### src/rtl/npc_predictor.sv
// npc_predictor: next-fetch-PC predictor combining a direct-mapped branch
// target buffer (BTB) with a circular return-address stack (RAS).
//
// Ports
//   clk          : single clock, all state updates on its rising edge
//   resetn       : asynchronous active-low reset, clears all learned state
//   f_pc         : fetch PC being looked up
//   f_pred_pc    : predicted next fetch PC (combinational from stored state)
//   f_pred_taken : 1 when f_pred_pc was selected as something other than f_pc+4
//   e_valid      : a resolved control-transfer instruction from Execute
//   e_pc         : PC of the resolved instruction
//   e_kind       : 0 cond branch, 1 jump, 2 call, 3 return
//   e_taken      : actual outcome (always 1 for kinds 1..3)
//   e_target     : actual target address
//   e_pred_pc    : next PC that was predicted for e_pc at fetch
//   e_mispredict : e_valid and actual next PC differs from e_pred_pc
module npc_predictor #(
  parameter int ENTRIES   = 16,
  parameter int RAS_DEPTH = 4
) (
  input  logic        clk,
  input  logic        resetn,
  input  logic [31:0] f_pc,
  output logic [31:0] f_pred_pc,
  output logic        f_pred_taken,
  input  logic        e_valid,
  input  logic [31:0] e_pc,
  input  logic [1:0]  e_kind,
  input  logic        e_taken,
  input  logic [31:0] e_target,
  input  logic [31:0] e_pred_pc,
  output logic        e_mispredict
);

  localparam int IDX = $clog2(ENTRIES);
  localparam int TW  = 30 - IDX;
  localparam int PW  = (RAS_DEPTH > 1) ? $clog2(RAS_DEPTH) : 1;
  localparam int CW  = $clog2(RAS_DEPTH + 1);
  localparam logic [PW-1:0] PTR_MAX = PW'(RAS_DEPTH - 1);
  localparam logic [CW-1:0] CNT_MAX = CW'(RAS_DEPTH);

  // BTB state
  logic [ENTRIES-1:0] valid_q, valid_d;
  logic [TW-1:0]      tag_q    [ENTRIES];
  logic [TW-1:0]      tag_d    [ENTRIES];
  logic [31:0]        target_q [ENTRIES];
  logic [31:0]        target_d [ENTRIES];
  logic [1:0]         kind_q   [ENTRIES];
  logic [1:0]         kind_d   [ENTRIES];
  logic [1:0]         ctr_q    [ENTRIES];
  logic [1:0]         ctr_d    [ENTRIES];

  // RAS state: ras_ptr_q is the slot the next push writes; top is one below it.
  logic [31:0]   ras_q [RAS_DEPTH];
  logic [31:0]   ras_d [RAS_DEPTH];
  logic [PW-1:0] ras_ptr_q, ras_ptr_d;
  logic [CW-1:0] ras_cnt_q, ras_cnt_d;

  logic [PW-1:0] ptr_inc;
  logic [PW-1:0] ptr_dec;
  logic [31:0]   ras_top;

  logic [IDX-1:0] f_idx;
  logic [TW-1:0]  f_tag;
  logic           f_hit;
  logic [31:0]    f_seq;

  logic [IDX-1:0] e_idx;
  logic [TW-1:0]  e_tag;
  logic           e_hit;
  logic [31:0]    e_actual;

  assign f_idx = f_pc[IDX+1:2];
  assign f_tag = f_pc[31:IDX+2];
  assign f_hit = valid_q[f_idx] && (tag_q[f_idx] == f_tag);
  assign f_seq = f_pc + 32'd4;

  assign e_idx    = e_pc[IDX+1:2];
  assign e_tag    = e_pc[31:IDX+2];
  assign e_hit    = valid_q[e_idx] && (tag_q[e_idx] == e_tag);
  assign e_actual = e_taken ? e_target : (e_pc + 32'd8);  // delay slot skipped

  assign e_mispredict = e_valid && (e_actual != e_pred_pc);

  // Circular pointer neighbours; explicit wrap so non-power-of-two depths work.
  always_comb begin
    if (ras_ptr_q == PTR_MAX) begin
      ptr_inc = '0;
    end else begin
      ptr_inc = ras_ptr_q + PW'(1);
    end
    if (ras_ptr_q == '0) begin
      ptr_dec = PTR_MAX;
    end else begin
      ptr_dec = ras_ptr_q - PW'(1);
    end
  end

  assign ras_top = ras_q[ptr_dec];

  // Fetch-side prediction; f_pred_taken follows the selection, not a compare.
  always_comb begin
    f_pred_pc    = f_seq;
    f_pred_taken = 1'b0;
    if (f_hit) begin
      case (kind_q[f_idx])
        2'd0: begin
          if (ctr_q[f_idx][1]) begin
            f_pred_pc    = target_q[f_idx];
            f_pred_taken = 1'b1;
          end else begin
            f_pred_pc    = f_seq;
            f_pred_taken = 1'b0;
          end
        end
        2'd1, 2'd2: begin
          f_pred_pc    = target_q[f_idx];
          f_pred_taken = 1'b1;
        end
        2'd3: begin
          if (ras_cnt_q != '0) begin
            f_pred_pc = ras_top;
          end else begin
            f_pred_pc = target_q[f_idx];
          end
          f_pred_taken = 1'b1;
        end
        default: begin
          f_pred_pc    = f_seq;
          f_pred_taken = 1'b0;
        end
      endcase
    end else begin
      f_pred_pc    = f_seq;
      f_pred_taken = 1'b0;
    end
  end

  // BTB next-state: train on hit, allocate on miss unless not-taken branch.
  always_comb begin
    valid_d  = valid_q;
    tag_d    = tag_q;
    target_d = target_q;
    kind_d   = kind_q;
    ctr_d    = ctr_q;
    if (e_valid) begin
      if (e_hit) begin
        kind_d[e_idx] = e_kind;
        if (e_taken) begin
          target_d[e_idx] = e_target;
        end else begin
          target_d[e_idx] = target_q[e_idx];
        end
        if (e_kind == 2'd0) begin
          if (e_taken) begin
            if (ctr_q[e_idx] != 2'b11) begin
              ctr_d[e_idx] = ctr_q[e_idx] + 2'd1;
            end else begin
              ctr_d[e_idx] = 2'b11;
            end
          end else begin
            if (ctr_q[e_idx] != 2'b00) begin
              ctr_d[e_idx] = ctr_q[e_idx] - 2'd1;
            end else begin
              ctr_d[e_idx] = 2'b00;
            end
          end
        end else begin
          ctr_d[e_idx] = ctr_q[e_idx];
        end
      end else if (e_taken || (e_kind != 2'd0)) begin
        valid_d[e_idx]  = 1'b1;
        tag_d[e_idx]    = e_tag;
        target_d[e_idx] = e_target;
        kind_d[e_idx]   = e_kind;
        ctr_d[e_idx]    = e_taken ? 2'b10 : 2'b01;
      end else begin
        valid_d = valid_q;
      end
    end else begin
      valid_d = valid_q;
    end
  end

  // RAS next-state: calls push (overwriting oldest when full), returns pop.
  always_comb begin
    ras_d     = ras_q;
    ras_ptr_d = ras_ptr_q;
    ras_cnt_d = ras_cnt_q;
    if (e_valid) begin
      case (e_kind)
        2'd2: begin
          ras_d[ras_ptr_q] = e_pc + 32'd8;
          ras_ptr_d        = ptr_inc;
          if (ras_cnt_q != CNT_MAX) begin
            ras_cnt_d = ras_cnt_q + CW'(1);
          end else begin
            ras_cnt_d = CNT_MAX;
          end
        end
        2'd3: begin
          if (ras_cnt_q != '0) begin
            ras_ptr_d = ptr_dec;
            ras_cnt_d = ras_cnt_q - CW'(1);
          end else begin
            ras_ptr_d = ras_ptr_q;
            ras_cnt_d = ras_cnt_q;
          end
        end
        default: begin
          ras_ptr_d = ras_ptr_q;
          ras_cnt_d = ras_cnt_q;
        end
      endcase
    end else begin
      ras_ptr_d = ras_ptr_q;
    end
  end

  // State registers with asynchronous clear of all learned state.
  always_ff @(posedge clk or negedge resetn) begin
    if (!resetn) begin
      valid_q   <= '0;
      ras_ptr_q <= '0;
      ras_cnt_q <= '0;
      for (int i = 0; i < ENTRIES; i++) begin
        tag_q[i]    <= '0;
        target_q[i] <= 32'd0;
        kind_q[i]   <= 2'd0;
        ctr_q[i]    <= 2'b01;
      end
      for (int j = 0; j < RAS_DEPTH; j++) begin
        ras_q[j] <= 32'd0;
      end
    end else begin
      valid_q   <= valid_d;
      tag_q     <= tag_d;
      target_q  <= target_d;
      kind_q    <= kind_d;
      ctr_q     <= ctr_d;
      ras_q     <= ras_d;
      ras_ptr_q <= ras_ptr_d;
      ras_cnt_q <= ras_cnt_d;
    end
  end

endmodule

### config.mk
export PLATFORM = sky130hd
export DESIGN_NAME = npc_predictor
export DESIGN_NICKNAME = d
export VERILOG_FILES = /design/src/rtl/npc_predictor.sv
export SDC_FILE = /design/constraint.sdc
export NUM_CORES = 2
export LEC_CHECK = 0
export CAP_MARGIN = 20
export CORE_UTILIZATION = 42
export CTS_BUF_LIST = sky130_fd_sc_hd__clkbuf_4 sky130_fd_sc_hd__clkbuf_8
export DETAILED_ROUTE_END_ITERATION = 7
export HOLD_SLACK_MARGIN = 0.05
export PLACE_DENSITY = 0.59
export SYNTH_ARGS = -nofsm -noshare
export SYNTH_HDL_FRONTEND = slang
export SYNTH_SLANG_ARGS = --single-unit
### constraint.sdc
create_clock -name clk -period 11.2 [get_ports clk]
set_clock_uncertainty 0.2 [all_clocks]
set_input_delay 2.8 -clock clk [delete_from_list [all_inputs] [get_ports clk]]
set_output_delay 2.8 -clock clk [all_outputs]
set_load 0.05 [all_outputs]
==> metrics.txt <==
synthesized area per cell 14.5 um2; Port Buffers 167; DIE WIDTH 391 um; Synth Flop Type dfrtp_1; headroom to the max-slew limit 0.316; Post-Syn Nets 4,529; Finished Layout Cells 6,648; most frequent cells in the layout dfrtp_1, mux2_2, mux4_2; largest net degree at the start of global routing 169; remaining antenna violation count 0; commonest non-fill, non-tap cell in the layout dfrtp_1; simple-gate share of the synthesized area 0.0376; Rows 142; postcts setup bufs 0; Hold/Removal Path Class register to register; global-route wire length before repair 303 mm; Avg WL per Cell 30.9 um; Ys Warns 0; hpwl dp 129 mm; mux contribution to synthesized area 0.409; Max Root-Sink Buffers 3; via density per instance 6.28; Post-Synthesis Cells 4,382; design area 71,600 um2; GRT overflow 0; Psw 0.00422 W; Syn-to-layout area delta 12.5%; clk_lat worst skew 0.96 ns; total power 0.0139 W; Core Area 150,000 um2; TNS Setup 0 ns; period utilization 0.929; iteration count of the initial detailed-routing pass 5; TritonCTS clock tree yes; final hold violations 0; WP data required 8.20 ns; Async SR Flop Fraction 1.00; xor and xnor fraction of the mapped netlist area 0.0228; layout cells sized above 1 0.483; WHS 0.280 ns; Fill cells 13,000; Sequential Power Share 0.431; final WL 205 mm; Pleak 28.7 nW; Final nets 4,625; Crit. End Element output port; clock network power share 0.298; f_max 96.1 MHz; number of flops mapped to enable cells by yosys 0; CTS-repair resized insts 0; Clock transition at path regs 0.06 ns; worst-path fanout max 38; max-slew violations 0; vias in the first global route 42,400; status finished clean; Int Power 0.00969 W; largest family of logic cells by synthesized area multiplexers; DRC Markers 0; Reg area 28,600 um2; routability cong. 0.929; PwrDens 194 nW/um2; Worst-Margin Slew 1.01 ns; H-tree depth 4; placed cells 6,298; clk sink count 1,141; Num CTS Buffers 194; DP Area 67,300 um2; DIE AREA 153,000 um2; VDD IR-drop max 134 uV; footprint of the multi-input gates 33,000 um2; Setup crit start kind primary input; FF+latch count, synth 1,141; Synth Area in Compound Gates 0.0442; initial antenna violation count 5; DRT iter0 DRCs 3,995; sequential element share of the synthesized area 0.449; clock period minus worst slack 10.41 ns; via count 41,800; Final setup viols 0; Cell variety after synth 69; Synth Area in Adders 0.00256; Max Cap Viol 0; Top Ports 168; kind of critical path primary input to output port; RSZ-0062 raised after global routing no; Initial Util 0.424; Sw Ratio 0.303; die height 391 um; Cell Area, Synth 63,600 um2; Crit path arrival time 7.41 ns; Tot GR Track Use 0.272; clk root buf clkbuf_8; CTS Hold Buffers Added 0; Gate power share 0.271
-- synthesized netlist by cell type, types with 14 or more instances --
library cell,instances,share of area
a211oi_4,16,0.0050
a21boi_0,14,0.0017
a21oi_1,52,0.0041
a221oi_1,17,0.0023
a311oi_1,19,0.0026
a31oi_1,20,0.0020
a32o_1,16,0.0025
a32oi_1,18,0.0025
buf_1,40,0.0024
buf_2,86,0.0068
buf_4,47,0.0055
buf_6,35,0.0062
clkbuf_1,205,0.012
dfrtp_1,1125,0.44
dfstp_2,16,0.0066
inv_1,23,0.0014
mux2_2,1026,0.18
mux2i_1,67,0.011
mux4_2,607,0.21
nand2_1,229,0.014
nand2b_1,19,0.0019
nand3_1,40,0.0031
nand4_1,26,0.0026
nor2_1,95,0.0056
nor3_1,19,0.0015
o21ai_0,143,0.011
o22ai_1,41,0.0040
xnor2_1,117,0.016
xor2_1,49,0.0067
-- power by group through the flow --
stage               clock network, W  logic, W  registers (W)
floorplan                          0   0.00279        0.00577
global placement                   0   0.00369        0.00600
detailed placement                 0   0.00375        0.00604
CTS                          0.00422   0.00376        0.00597
global route                 0.00440   0.00401        0.00613
finish                       0.00415   0.00377        0.00599
-- layer usage --
layer  global-route usage  wire length (um)  part of all wire
met4               0.0819              6080             0.030
met1                0.399             91800              0.45
met2                0.403             92000              0.45
met5                    0                 0                 0
met3               0.0585             15400             0.075
-- metrics by stage --
step,util,setup WS [ns]
5_1_grt,0.477,0.578
2_1_floorplan,-,-0.246
3_5_place_dp,0.448,0.777
6_report,0.477,0.790
4_1_cts,0.477,0.760
3_3_place_gp,0.448,0.790
-- final cells by class --
cell class,count,area share
Timing Repair Buffer,314,0.0438
Clock inverter,31,0.00545
Multi-Input combinational cell,2801,0.461
Tap cell,2016,0.0352
Inverter,26,0.00136
Sequential cell,1141,0.399
Antenna cell,6,0.000210
Clock buffer,313,0.0544
-- worst max-delay path: stages --
cell             delay [ns]
buf_8                  0.35
buf_12                 0.31
mux4_2                 0.55
mux4_2                 0.55
xnor2_1                0.22
nand4_1                0.12
or4_1                  0.57
nor4_4                 0.35
buf_4                  0.30
nand2_1                0.17
a22o_1                 0.33
clkdlybuf4s50_1        0.70
-- state kept, by name (all words and copies together) (netlist names) --
| register | cells |
|---|---|
| ras_cnt_q | 3 |
| ras_ptr_q | 2 |
| tag_q | 416 |
| valid_q | 16 |
| kind_q | 32 |
| target_q | 512 |
| ctr_q | 32 |
| ras_q | 128 |
-- final timing paths --
check | startpoint | endpoint | slack, ns | cells past startpoint
setup / recovery | f_pc[2] | f_pred_pc[3] | 0.79 | 12
min in group asynchronous | resetn | target_q[312]$_DFFE_PN0P_ | 1.68 | 1
hold / removal | ras_q[92]$_DFFE_PN0P_ | ras_q[92]$_DFFE_PN0P_ | 0.28 | 2
hold reg to reg | ras_q[92]$_DFFE_PN0P_ | ras_q[92]$_DFFE_PN0P_ | 0.28 | 2
max in group asynchronous | resetn | target_q[329]$_DFFE_PN0P_ | 6.96 | 3
setup reg to reg | tag_q[367]$_DFFE_PN0P_ | target_q[350]$_DFFE_PN0P_ | 5.93 | 11
-- logic make-up after synthesis --
logic type | count (synthesis)
muxes | 1713
DFF | 1141
and+or+nand+nor | 508
buffers and inverters | 440
AOI/OAI and AO/OA | 401
xor gates and xnor gates | 166
adders and majority gates | 13
No activity file was read; power rests on OpenSTA's default activity.
